**src/rtl/multicycle_ctrl.sv**
```systemverilog
// multicycle_ctrl
//   Multi-cycle controller and PC owner for the RV32 datapath. Each
//   instruction is walked through FETCH -> DECODE -> EXEC -> (MEM) -> (WB),
//   with ready handshakes on both memories. Illegal opcodes park the FSM in
//   a sticky TRAP state that only reset leaves.
//
// Ports
//   clk, rst_n              clock, asynchronous active-low reset
//   ins, imem_ready         instruction-memory data and data-valid
//   dmem_ready              data-memory access complete
//   zero, imm, jtarget      ALU zero flag, immediate, jump offset
//   pc, ir                  current PC and latched instruction
//   imem_req, dmem_req      memory requests
//   reg_write, alu_src, mem2reg, mem_read, mem_write, alu_op
//                           datapath controls
//   trap, state             sticky illegal-opcode flag, FSM state (debug)
//   cycle_cnt, retire_cnt   wrapping performance counters
module multicycle_ctrl #(
    parameter int               WIDTH    = 32,
    parameter logic [WIDTH-1:0] RESET_PC = WIDTH'('h28),
    parameter int               CNT_W    = 32
) (
    input  logic             clk,
    input  logic             rst_n,
    input  logic [31:0]      ins,
    input  logic             imem_ready,
    input  logic             dmem_ready,
    input  logic             zero,
    input  logic [WIDTH-1:0] imm,
    input  logic [WIDTH-1:0] jtarget,
    output logic [WIDTH-1:0] pc,
    output logic [31:0]      ir,
    output logic             imem_req,
    output logic             dmem_req,
    output logic             reg_write,
    output logic             alu_src,
    output logic             mem2reg,
    output logic             mem_read,
    output logic             mem_write,
    output logic [2:0]       alu_op,
    output logic             trap,
    output logic [2:0]       state,
    output logic [CNT_W-1:0] cycle_cnt,
    output logic [CNT_W-1:0] retire_cnt
);

    typedef enum logic [2:0] {
        S_FETCH  = 3'd0,
        S_DECODE = 3'd1,
        S_EXEC   = 3'd2,
        S_MEM    = 3'd3,
        S_WB     = 3'd4,
        S_TRAP   = 3'd5
    } state_t;

    localparam logic [6:0] OP_R      = 7'h33;
    localparam logic [6:0] OP_I      = 7'h13;
    localparam logic [6:0] OP_LOAD   = 7'h03;
    localparam logic [6:0] OP_STORE  = 7'h23;
    localparam logic [6:0] OP_BRANCH = 7'h63;
    localparam logic [6:0] OP_JAL    = 7'h6F;

    state_t           state_q;
    logic [6:0]       opcode;
    logic [2:0]       funct3;
    logic             is_r, is_load, is_store, is_branch, is_jal, legal;
    logic [2:0]       op_dec;
    logic [WIDTH-1:0] pc_next;

    assign opcode    = ir[6:0];
    assign funct3    = ir[14:12];
    assign is_r      = (opcode == OP_R);
    assign is_load   = (opcode == OP_LOAD);
    assign is_store  = (opcode == OP_STORE);
    assign is_branch = (opcode == OP_BRANCH);
    assign is_jal    = (opcode == OP_JAL);
    assign legal     = is_r | is_load | is_store | is_branch | is_jal |
                       (opcode == OP_I);

    assign state = state_q;

    // ALU operation decoded from the latched instruction.
    always_comb begin
        op_dec = 3'b010;
        if (is_branch) begin
            op_dec = 3'b110;
        end else if (is_r) begin
            if (ir[30] && funct3 == 3'd0) op_dec = 3'b110;
            else if (funct3 == 3'd7)      op_dec = 3'b000;
            else if (funct3 == 3'd6)      op_dec = 3'b001;
            else                          op_dec = 3'b010;
        end
    end

    // Next PC; only committed on the edge that retires the instruction.
    always_comb begin
        pc_next = pc + WIDTH'(4);
        if (is_branch && zero) pc_next = pc + (imm << 1);
        else if (is_jal)       pc_next = pc + (jtarget << 2);
    end

    // Controls are a pure decode of the state register and ir, so the
    // asynchronous reset of the state drops them immediately. imem_req is
    // additionally gated by rst_n because FETCH is also the reset state.
    assign imem_req = (state_q == S_FETCH) & rst_n;

    always_comb begin
        dmem_req  = 1'b0;
        reg_write = 1'b0;
        alu_src   = 1'b0;
        mem2reg   = 1'b0;
        mem_read  = 1'b0;
        mem_write = 1'b0;
        alu_op    = 3'b000;
        case (state_q)
            S_EXEC: begin
                alu_src = ~(is_r | is_branch);
                alu_op  = op_dec;
            end
            S_MEM: begin
                alu_src   = 1'b1;
                alu_op    = op_dec;
                dmem_req  = 1'b1;
                mem_read  = is_load;
                mem_write = is_store;
            end
            S_WB: begin
                alu_src   = ~is_r;
                alu_op    = op_dec;
                reg_write = 1'b1;
                mem2reg   = is_load;
            end
            default: ;
        endcase
    end

    always_ff @(posedge clk or negedge rst_n) begin
        if (!rst_n) begin
            state_q    <= S_FETCH;
            ir         <= 32'd0;
            pc         <= RESET_PC;
            trap       <= 1'b0;
            cycle_cnt  <= '0;
            retire_cnt <= '0;
        end else begin
            if (state_q != S_TRAP) cycle_cnt <= cycle_cnt + CNT_W'(1);
            case (state_q)
                S_FETCH: begin
                    if (imem_ready) begin
                        ir      <= ins;
                        state_q <= S_DECODE;
                    end
                end
                S_DECODE: begin
                    if (legal) begin
                        state_q <= S_EXEC;
                    end else begin
                        state_q <= S_TRAP;
                        trap    <= 1'b1;
                    end
                end
                S_EXEC: begin
                    if (is_branch) begin
                        pc         <= pc_next;
                        retire_cnt <= retire_cnt + CNT_W'(1);
                        state_q    <= S_FETCH;
                    end else if (is_load || is_store) begin
                        state_q <= S_MEM;
                    end else begin
                        state_q <= S_WB;
                    end
                end
                S_MEM: begin
                    if (dmem_ready) begin
                        if (is_load) begin
                            state_q <= S_WB;
                        end else begin
                            pc         <= pc_next;
                            retire_cnt <= retire_cnt + CNT_W'(1);
                            state_q    <= S_FETCH;
                        end
                    end
                end
                S_WB: begin
                    pc         <= pc_next;
                    retire_cnt <= retire_cnt + CNT_W'(1);
                    state_q    <= S_FETCH;
                end
                S_TRAP:  state_q <= S_TRAP;
                default: state_q <= S_TRAP;
            endcase
        end
    end

endmodule

```
**config.mk**
```make
export PLATFORM = sky130hd
export DESIGN_NAME = multicycle_ctrl
export DESIGN_NICKNAME = d
export VERILOG_FILES = /design/src/rtl/multicycle_ctrl.sv
export SDC_FILE = /design/constraint.sdc
export NUM_CORES = 1
export LEC_CHECK = 0
export ABC_AREA = 1
export CORE_MARGIN = 5
export CORE_UTILIZATION = 57
export CTS_CLUSTER_DIAMETER = 30
export DETAILED_ROUTE_END_ITERATION = 10
export PLACE_DENSITY = 0.88
export SYNTH_ARGS = -nofsm -noshare
export SYNTH_HDL_FRONTEND = slang
export SYNTH_SLANG_ARGS = --single-unit
```
**constraint.sdc**
```tcl
create_clock -name clk -period 4.3 [get_ports clk]
set_input_delay 0.86 -clock clk [delete_from_list [all_inputs] [get_ports clk]]
set_output_delay 0.86 -clock clk [all_outputs]
set_load 0.02 [all_outputs]
```
==> results of run 1 <==
[synth_stat cells (all sizes together)]
cell type  number
nor3b           1
and3            1
o21a            5
fa              2
ha             61
dfstp           2
o21bai          7
buf            17
mux2           28
a211oi          1
or2             9
nand2         621
dfrtp         129
a21o            1
nor3           40
nand3b         12
xnor2          29
inv           293
a31oi           2
o21ai          32
and2            3
nand4          25
xor2           40
nor2          166
clkbuf          9
conb            1
a2bb2oi         2
o211ai          2
nand3         133
a21oi          64
nor4            8
[power breakdown]
part | switching [W] | leakage [nW] | internal, W
sequential | 0.000457 | 1.67 | 0.00158
combinational | 0.00247 | 5.67 | 0.00163
clock | 0.000649 | 0.291 | 0.000826
[flip-flops by register name, indices dropped and copies added, names as in the netlist]
name / count
cycle_cnt: 32
ir: 32
retire_cnt: 32
pc: 31
state: 3
trap: 1
[tightest hold or removal path, delay by kind of cell (launching register included)]
kind / cells / cell delay [ns]
simple gates: 1 / 0.06
buf+inv: 1 / 0.04
flops: 1 / 0.36
[layout make-up]
type / instances / area, um2 / share of cell area
repair buffers: 247 / 2450 / 0.170
flip-flops and latches: 131 / 3280 / 0.228
clock buffers: 17 / 425 / 0.0296
diodes: 1 / 2.50 / 0.000174
multi-input cells: 1296 / 6640 / 0.461
inverters: 293 / 1100 / 0.0765
well taps: 265 / 332 / 0.0230
clock inverters: 15 / 159 / 0.0110
[path summary, 6_finish.rpt]
kind / startpoint / endpoint / slack [ns] / depth (start not counted)
min: trap / trap / 0.49 / 2
max in group asynchronous: rst_n / pc[30] / 2.22 / 3
min in group asynchronous: rst_n / ir[25] / 0.57 / 2
max: state[0] / mem_read / 0.88 / 3
max reg2reg: ir[5] / pc[30] / 1.10 / 17
min reg2reg: trap / trap / 0.49 / 2
[logic make-up (layout without fill, tap and decap cells)]
kind of cell               Yosys count  in the layout  synth area share
AOI/OAI and AO/OA                  116            116            0.0565
xor gates and xnor gates            69             69            0.0542
adders and majority gates           63             63            0.0720
buffers and inverters              319            572             0.111
DFF                                131            131             0.294
muxes                               28             28            0.0283
other                                1              2          0.000336
and+or+nand+nor                   1019           1019             0.383
[per-layer routing]
metal | GRT usage | up-vias | wire length [um]
met1 | 0.425 | 5540 | 15100
met2 | 0.543 | 567 | 16900
li1 | - | 5936 | -
met4 | 0.0833 | 0 | 743
met3 | 0.0875 | 61 | 3960
met5 | 0 | - | 0
[per-stage QoR]
step                      total power (W)  setup slack [ns]
after global routing              0.00811             0.767
after global placement            0.00595             0.931
final                             0.00761             0.877
after CTS                         0.00757             0.950
after floorplan                   0.00449              1.46
after detailed placement          0.00606             0.877
==> impl_metrics.json, run 1 <==
{
  "status": "complete, no violations",
  "cp.required_ns": 3.44,
  "hold_viol": 0,
  "min_path_type": "flop to flop",
  "leakage_nw": 7.63,
  "post-place-cells": 2232,
  "drtAntennaViolNets": 0,
  "dp_hpwl_mm": 29.2,
  "overflow": 0,
  "timing.hold.ws_ns": 0.491,
  "fin_worst_skew_ns": 0.0139,
  "grt_max_degree": 78,
  "maxCapViolCount": 0,
  "layout_common_cells": "nand2_1 (619), inv_1 (291), clkdlybuf4s50_1 (237), nor2_1 (160), nand3_1 (131)",
  "die_h_um": 150,
  "start_kind": "flop",
  "clkLatencyLatePin_ns": 0.43,
  "cts_tree": "built",
  "fin_area_um2": 14400,
  "p_per_area_nw_per_um2": 529,
  "synthesis.instances": 1746,
  "synth_area_leader_cell": "dfrtp_1",
  "rsz0062_at_grt": "false",
  "die_area_um2": 22500,
  "end_kind": "output pin",
  "clk_path_buf_depth": 2,
  "critical_path_buf_inv_count": 1,
  "post-route-min-period_ns": 3.42,
  "syn_area_um2": 11200,
  "htreeDepth": 4,
  "layout-drive-gt1-share": 0.0495,
  "antenna_found_initial": 0,
  "grtUsageTotal": 0.327,
  "final_nets": 2150,
  "area_growth_pct": 28.9,
  "crit_type": "flop to output pin",
  "synth.yosys.warnings": 0,
  "setup_viol": 0,
  "gp_congestion": 0.985,
  "synthesis.nets": 1910,
  "crit_chain": "nand3_1 -> nor2_1 -> clkdlybuf4s50_1",
  "core_area_um2": 19400,
  "die_x_um": 150,
  "ir_worst_vdd_v": 0.000425,
  "routedWlPerCell_um": 16.2,
  "synth-seq-cells": 131,
  "rows": 51,
  "finalSetupTns_ns": 0,
  "final_util": 0.742,
  "cts_buffers": 17,
  "synth_top_area_frac": 0.289,
  "clkTransAtPathRegs_ns": 0.06,
  "slew_headroom": 0.323,
  "nFillCells": 1594,
  "finalNonFillerCells": 2265,
  "synth.distinct_cells": 41,
  "start_util": 0.575,
  "cts.sinks": 131,
  "ctsHoldBuffers": 0,
  "vias_per_cell": 5.34,
  "max_freq_mhz": 292,
  "crit_arrival_ns": 2.56,
  "routed_wl_mm": 36.8,
  "tightest_slew_ns": 1.02,
  "vias": 12104,
  "io_buffers": 238,
  "synthTopCellsByArea": "dfrtp_1 (29%), nand2_1 (21%), inv_1 (9.8%)",
  "yosysSeqAreaShare": 0.294,
  "maxSlewViolCount": 0,
  "first_iter_violations": 958,
  "mostFrequentLayoutCell": "nand2_1",
  "dpl_cell_area_um2": 13800,
  "postCtsResizedCells": 0,
  "grt_pass1_wl_mm": 58.3,
  "crit_family": "simple AND/OR/NAND/NOR gates",
  "cp_slowest_cell": "clkdlybuf4s50_1",
  "route.detailed.drc": 0,
  "root_buffer": "clkbuf_16",
  "cpPeakStageDelay_ns": 0.75,
  "cts_setup_buffers": 0,
  "first_global_vias": 11627,
  "timing.final.crit_share": 0.796,
  "drtPass1Iterations": 6,
  "syn_area_per_cell_um2": 6.39,
  "worstPathMaxFanout": 10,
  "num_io_pins": 243
}
Power figures use the tool's default switching activity.
==> run 2, diff against run 1 <==
--- a/config.mk
+++ b/config.mk
@@ -7,10 +7,10 @@
 export LEC_CHECK = 0
 export ABC_AREA = 1
 export CORE_MARGIN = 5
-export CORE_UTILIZATION = 57
+export CORE_UTILIZATION = 53
 export CTS_CLUSTER_DIAMETER = 30
 export DETAILED_ROUTE_END_ITERATION = 10
-export PLACE_DENSITY = 0.88
+export PLACE_DENSITY = 0.83
 export SYNTH_ARGS = -nofsm -noshare
 export SYNTH_HDL_FRONTEND = slang
 export SYNTH_SLANG_ARGS = --single-unit
==> constraint.sdc (replaced) <==
create_clock -name clk -period 3.32 [get_ports clk]
set_input_delay 0.664 -clock clk [delete_from_list [all_inputs] [get_ports clk]]
set_output_delay 0.664 -clock clk [all_outputs]
set_load 0.02 [all_outputs]
==> run 2 against run 1 <==
Net effect: register-to-register slack got worse by 0.80 ns; sequential cell count did not move; via count fell by 1.6%; critical path type unchanged; critical endpoint is now alu_op[2]; largest power group unchanged; highest routed layer unchanged.
==> impl_metrics.json, run 2 (synthesized netlist as in run 1, its figures left out) <==
{
  "cts_buffers": 17,
  "rsz0062_at_grt": "false",
  "core_area_um2": 20900,
  "multi_input_area_um2": 6640,
  "first_iter_violations": 944,
  "dp_hpwl_mm": 28.5,
  "tightest_slew_ns": 0.745,
  "nFillCells": 1813,
  "rows": 53,
  "ctsHoldBuffers": 0,
  "grtUsageTotal": 0.295,
  "overflow": 0,
  "cts.sinks": 131,
  "post-route-min-period_ns": 3.06,
  "mostFrequentLayoutCell": "nand2_1",
  "max_freq_mhz": 327,
  "crit_chain": "nand2_1 -> nor3_2 -> nand4_1 -> nand2_1 -> nor3b_1 -> clkdlybuf4s50_1",
  "critical_path_buf_inv_count": 1,
  "power.switching_w": 0.00452,
  "grt_max_degree": 132,
  "reg.largest.list": "cycle_cnt x32, ir x32, retire_cnt x32",
  "cts_setup_buffers": 0,
  "cpPeakStageDelay_ns": 0.70,
  "routedWlPerCell_um": 15.6,
  "leakage_nw": 7.65,
  "worstPathMaxFanout": 5,
  "crit_type": "flop to output pin",
  "clkTransAtPathRegs_ns": 0.06,
  "layout-drive-gt1-share": 0.0490,
  "slew_headroom": 0.503,
  "p_seq_frac": 0.268,
  "die_x_um": 155,
  "fin_worst_skew_ns": 0.0138,
  "swShare": 0.463,
  "num_io_pins": 243,
  "min_path_type": "input pin to async pin",
  "finalNonFillerCells": 2274,
  "p_per_area_nw_per_um2": 677,
  "finalSetupTns_ns": 0,
  "root_buffer": "clkbuf_16",
  "clk_path_buf_depth": 2,
  "grt_pass1_wl_mm": 57.4,
  "final_nets": 2150,
  "clkLatencyLatePin_ns": 0.42,
  "start_kind": "flop",
  "num_antenna_cells": 0,
  "vias_per_cell": 5.24,
  "vias": 11910,
  "antenna_found_initial": 0,
  "die_area_um2": 24100,
  "crit_arrival_ns": 2.39,
  "postCtsResizedCells": 0,
  "setup_viol": 0,
  "gp_congestion": 0.976,
  "start_util": 0.534,
  "die_h_um": 155,
  "crit_path_frequent_cell": "nand2_1",
  "drtAntennaViolNets": 0,
  "timing.final.crit_share": 0.921,
  "htreeDepth": 4,
  "crit_family": "simple AND/OR/NAND/NOR gates",
  "post-place-cells": 2242,
  "seq_area_um2": 3280,
  "drtPass1Iterations": 5,
  "end_kind": "output pin",
  "area_growth_pct": 29.2,
  "route.detailed.drc": 0,
  "p_comb_frac": 0.544,
  "first_global_vias": 11683,
  "cts_tree": "built",
  "dpl_cell_area_um2": 13800,
  "timing.hold.ws_ns": 0.316,
  "status": "complete, no violations",
  "hold_viol": 0,
  "io_buffers": 238,
  "layout_common_cells": "nand2_1 (619), inv_1 (291), clkdlybuf4s50_1 (236), nor2_1 (160), nand3_1 (131)",
  "cp_slowest_cell": "clkdlybuf4s50_1",
  "final_util": 0.690,
  "fin_area_um2": 14400,
  "maxCapViolCount": 0,
  "routed_wl_mm": 35.4,
  "clkPwrFrac": 0.188,
  "power.internal_w": 0.00523,
  "ir_worst_vdd_v": 0.000554,
  "cp.required_ns": 2.66,
  "maxSlewViolCount": 0
}
-- run 2: cell type report --
| cell class | instances | share of cell area |
|---|---|---|
| Clock buffer | 18 | 0.0298 |
| Clock inverter | 14 | 0.00998 |
| Sequential cell | 131 | 0.228 |
| Multi-Input combinational cell | 1296 | 0.460 |
| Inverter | 293 | 0.0763 |
| Timing Repair Buffer | 247 | 0.172 |
| Tap cell | 275 | 0.0239 |
-- run 2: path summary, 6_finish.rpt --
check | start | end | slack, ns | cells after the start
max in group asynchronous | rst_n | pc[27] | 2.40 | 2
setup / recovery | ir[1] | alu_op[2] | 0.26 | 6
hold / removal | rst_n | ir[1] | 0.32 | 2
hold reg to reg | trap | trap | 0.47 | 2
min in group clk | trap | trap | 0.47 | 2
setup reg to reg | ir[5] | pc[30] | 0.30 | 16
-- run 2: power groups by stage --
stage	Sequential [W]	Combinational, W	Clock (W)
2_1_floorplan	0.00296	0.00286	0
3_3_place_gp	0.00259	0.00514	0
3_5_place_dp	0.00261	0.00525	0
4_1_cts	0.00260	0.00528	0.00186
5_1_grt	0.00267	0.00584	0.00193
6_report	0.00262	0.00531	0.00183
-- run 2: per-stage QoR --
stage	setup WS, ns	total power (W)
5_1_grt	0.0321	0.0104
4_1_cts	0.104	0.00974
2_1_floorplan	0.477	0.00582
6_report	0.262	0.00975
3_5_place_dp	0.149	0.00786
3_3_place_gp	0.177	0.00773
-- run 2: worst register-to-register path: stages (launching register included) --
cell and delay, ns:
dfrtp_1 0.39, inv_1 0.11, nor3_2 0.21, nand2_1 0.16, or2_2 0.31, ha_1 0.26, fa_1 0.45, nand3_1 0.10
nand3_1 0.16, nand3_1 0.12, nand3_1 0.16, nand2_1 0.14, nand3_1 0.08, nand3_1 0.09, nand2_1 0.06, nand2_1 0.06
nand2_1 0.05
-- run 2: layer usage --
metal,share of wire,track usage
met1,0.43,0.388
met2,0.46,0.488
met3,0.096,0.0704
met4,0.020,0.0782
met5,0,0
==> run 3, diff against run 2 <==
--- a/config.mk
+++ b/config.mk
@@ -11,6 +11,7 @@
 export CTS_CLUSTER_DIAMETER = 30
 export DETAILED_ROUTE_END_ITERATION = 10
 export PLACE_DENSITY = 0.83
+export SETUP_SLACK_MARGIN = 0.2
 export SYNTH_ARGS = -nofsm -noshare
 export SYNTH_HDL_FRONTEND = slang
 export SYNTH_SLANG_ARGS = --single-unit
==> run 3 against run 2 <==
Net effect: register-to-register slack improved by 0.15 ns; maximum frequency is 4.0% higher; core utilization grew 0.11 points; first-iteration DRC count decreased by 6.9%; via count hardly changed; cell count did not move; largest power group unchanged; critical path type unchanged; power barely moved; critical endpoint is now alu_op[1]; hold slack better by 0.0078 ns; die area is the same; clock power barely moved; sequential share of layout area is essentially flat; clock skew about the same.
==> impl_metrics.json, run 3 (synthesized netlist as in run 1, its figures left out) <==
{
  "status": "complete, no violations",
  "vias_per_cell": 5.23,
  "die_area_um2": 24100,
  "fin_worst_skew_ns": 0.0134,
  "clk_path_buf_depth": 2,
  "io_buffers": 238,
  "crit_arrival_ns": 2.28,
  "power.switching_w": 0.00453,
  "hold_viol": 0,
  "rows": 53,
  "p_comb_frac": 0.544,
  "maxCapViolCount": 0,
  "first_iter_violations": 879,
  "final_nets": 2150,
  "cp.required_ns": 2.66,
  "grtUsageTotal": 0.295,
  "nFillCells": 1810,
  "timing.final.crit_share": 0.886,
  "post-route-min-period_ns": 2.94,
  "dp_hpwl_mm": 28.5,
  "rr_endpoint": "pc[25]",
  "start_kind": "flop",
  "r2r_setup_slack_ns": 0.45,
  "post-place-cells": 2242,
  "clkPwrFrac": 0.187,
  "swShare": 0.464,
  "die_h_um": 155,
  "p_per_area_nw_per_um2": 676,
  "cpPeakStageDelay_ns": 0.55,
  "overflow": 0,
  "drtAntennaViolNets": 0,
  "root_buffer": "clkbuf_16",
  "die_x_um": 155,
  "routed_wl_mm": 35.4,
  "vias": 11900,
  "route.detailed.drc": 0,
  "core_area_um2": 20900,
  "first_global_vias": 11683,
  "r2r_start": "ir[5]",
  "clkLatencyLatePin_ns": 0.42,
  "num_io_pins": 243,
  "cts_tree": "built",
  "power.internal_w": 0.00523,
  "setup_viol": 0,
  "cts.sinks": 131,
  "layout_common_cells": "nand2_1 (618), inv_1 (291), clkdlybuf4s50_1 (234), nor2_1 (160)",
  "clkTransAtPathRegs_ns": 0.06,
  "crit_chain": "nand2_1 -> nor3_4 -> nand4_1 -> nand3b_1 -> nand3_1 -> inv_1 -> clkdlybuf4s50_1",
  "p_seq_frac": 0.269,
  "finalSetupTns_ns": 0,
  "fin_ws_ns": 0.380,
  "start_util": 0.534,
  "area_growth_pct": 29.4,
  "finalNonFillerCells": 2274,
  "end_kind": "output pin",
  "leakage_nw": 7.69,
  "cp_slowest_cell": "clkdlybuf4s50_1",
  "p_total_w": 0.00976,
  "tightest_slew_ns": 0.738,
  "grt_pass1_wl_mm": 57.4,
  "antenna_found_initial": 0,
  "cts_buffers": 17,
  "min_path_type": "input pin to async pin",
  "routedWlPerCell_um": 15.6,
  "worstPathMaxFanout": 5,
  "mostFrequentLayoutCell": "nand2_1",
  "max_freq_mhz": 340,
  "htreeDepth": 4,
  "grt_max_degree": 132,
  "crit_type": "flop to output pin",
  "reg2regPathDepth": 17,
  "dp_worst_setup_slack_ns": 0.149,
  "num_antenna_cells": 0,
  "slew_headroom": 0.508,
  "layout-drive-gt1-share": 0.0510,
  "gp_congestion": 0.976,
  "rsz0062_at_grt": "false",
  "ir_worst_vdd_v": 0.000552,
  "maxSlewViolCount": 0,
  "drtPass1Iterations": 5,
  "reg.largest.list": "cycle_cnt x32, ir x32, retire_cnt x32"
}
==> run 3: worst max-delay path, delay by kind of cell (launching register included) <==
kind | cells | cell delay (ns)
simple gates | 5 | 0.83
buf+inv | 2 | 0.63
flops | 1 | 0.39
==> run 3: power groups by stage <==
| stage | clock, W | combinational, W | sequential, W |
|---|---|---|---|
| 2_1_floorplan | 0 | 0.00286 | 0.00296 |
| 3_3_place_gp | 0 | 0.00514 | 0.00259 |
| 3_5_place_dp | 0 | 0.00525 | 0.00261 |
| 4_1_cts | 0.00186 | 0.00528 | 0.00260 |
| 5_1_grt | 0.00193 | 0.00585 | 0.00268 |
| 6_report | 0.00183 | 0.00531 | 0.00262 |
==> run 3: worst max-delay path by stage <==
stage                from   endpoint  slack [ns]  cells after the start
6_report            ir[1]  alu_op[1]        0.38                      7
5_1_grt             ir[1]  alu_op[1]        0.20                      7
3_3_place_gp   jtarget[0]     pc[30]        0.18                     14
4_1_cts             ir[1]  alu_op[2]        0.23                      6
3_5_place_dp   jtarget[0]     pc[30]        0.15                     14
2_1_floorplan       ir[5]     pc[30]        0.48                     17
==> run 3: metal layers <==
| layer | global-route usage | routed length (um) | vias to the layer above |
|---|---|---|---|
| met3 | 0.0704 | 3620 | 50 |
| met1 | 0.388 | 14800 | 5425 |
| met2 | 0.488 | 16200 | 473 |
| met5 | 0 | 0 | - |
| li1 | - | - | 5952 |
| met4 | 0.0782 | 726 | 0 |
==> run 3: timing repair <==
item,in CTS,in global routing
setup endpoints to repair,1,11
buffers inserted,0,0
resized for setup,1,7
hold buffers,0,0
==> run 3: cell type report <==
class	instances	area (um2)	area share
well taps	275	344	0.0238
inverters	293	1100	0.0762
repair buffers	247	2480	0.172
clock inverters	14	144	0.00997
flip-flops and latches	131	3280	0.227
multi-input cells	1296	6660	0.461
clock buffers	18	429	0.0297
==> run 3: stage by stage <==
step | hold WS, ns | util | instance area [um2]
after floorplan | 0.368 | - | 11200
after global placement | 0.449 | 0.662 | 13800
after detailed placement | 0.461 | 0.662 | 13800
after CTS | 0.392 | 0.690 | 14400
after global routing | 0.391 | 0.691 | 14400
final | 0.324 | 0.691 | 14400
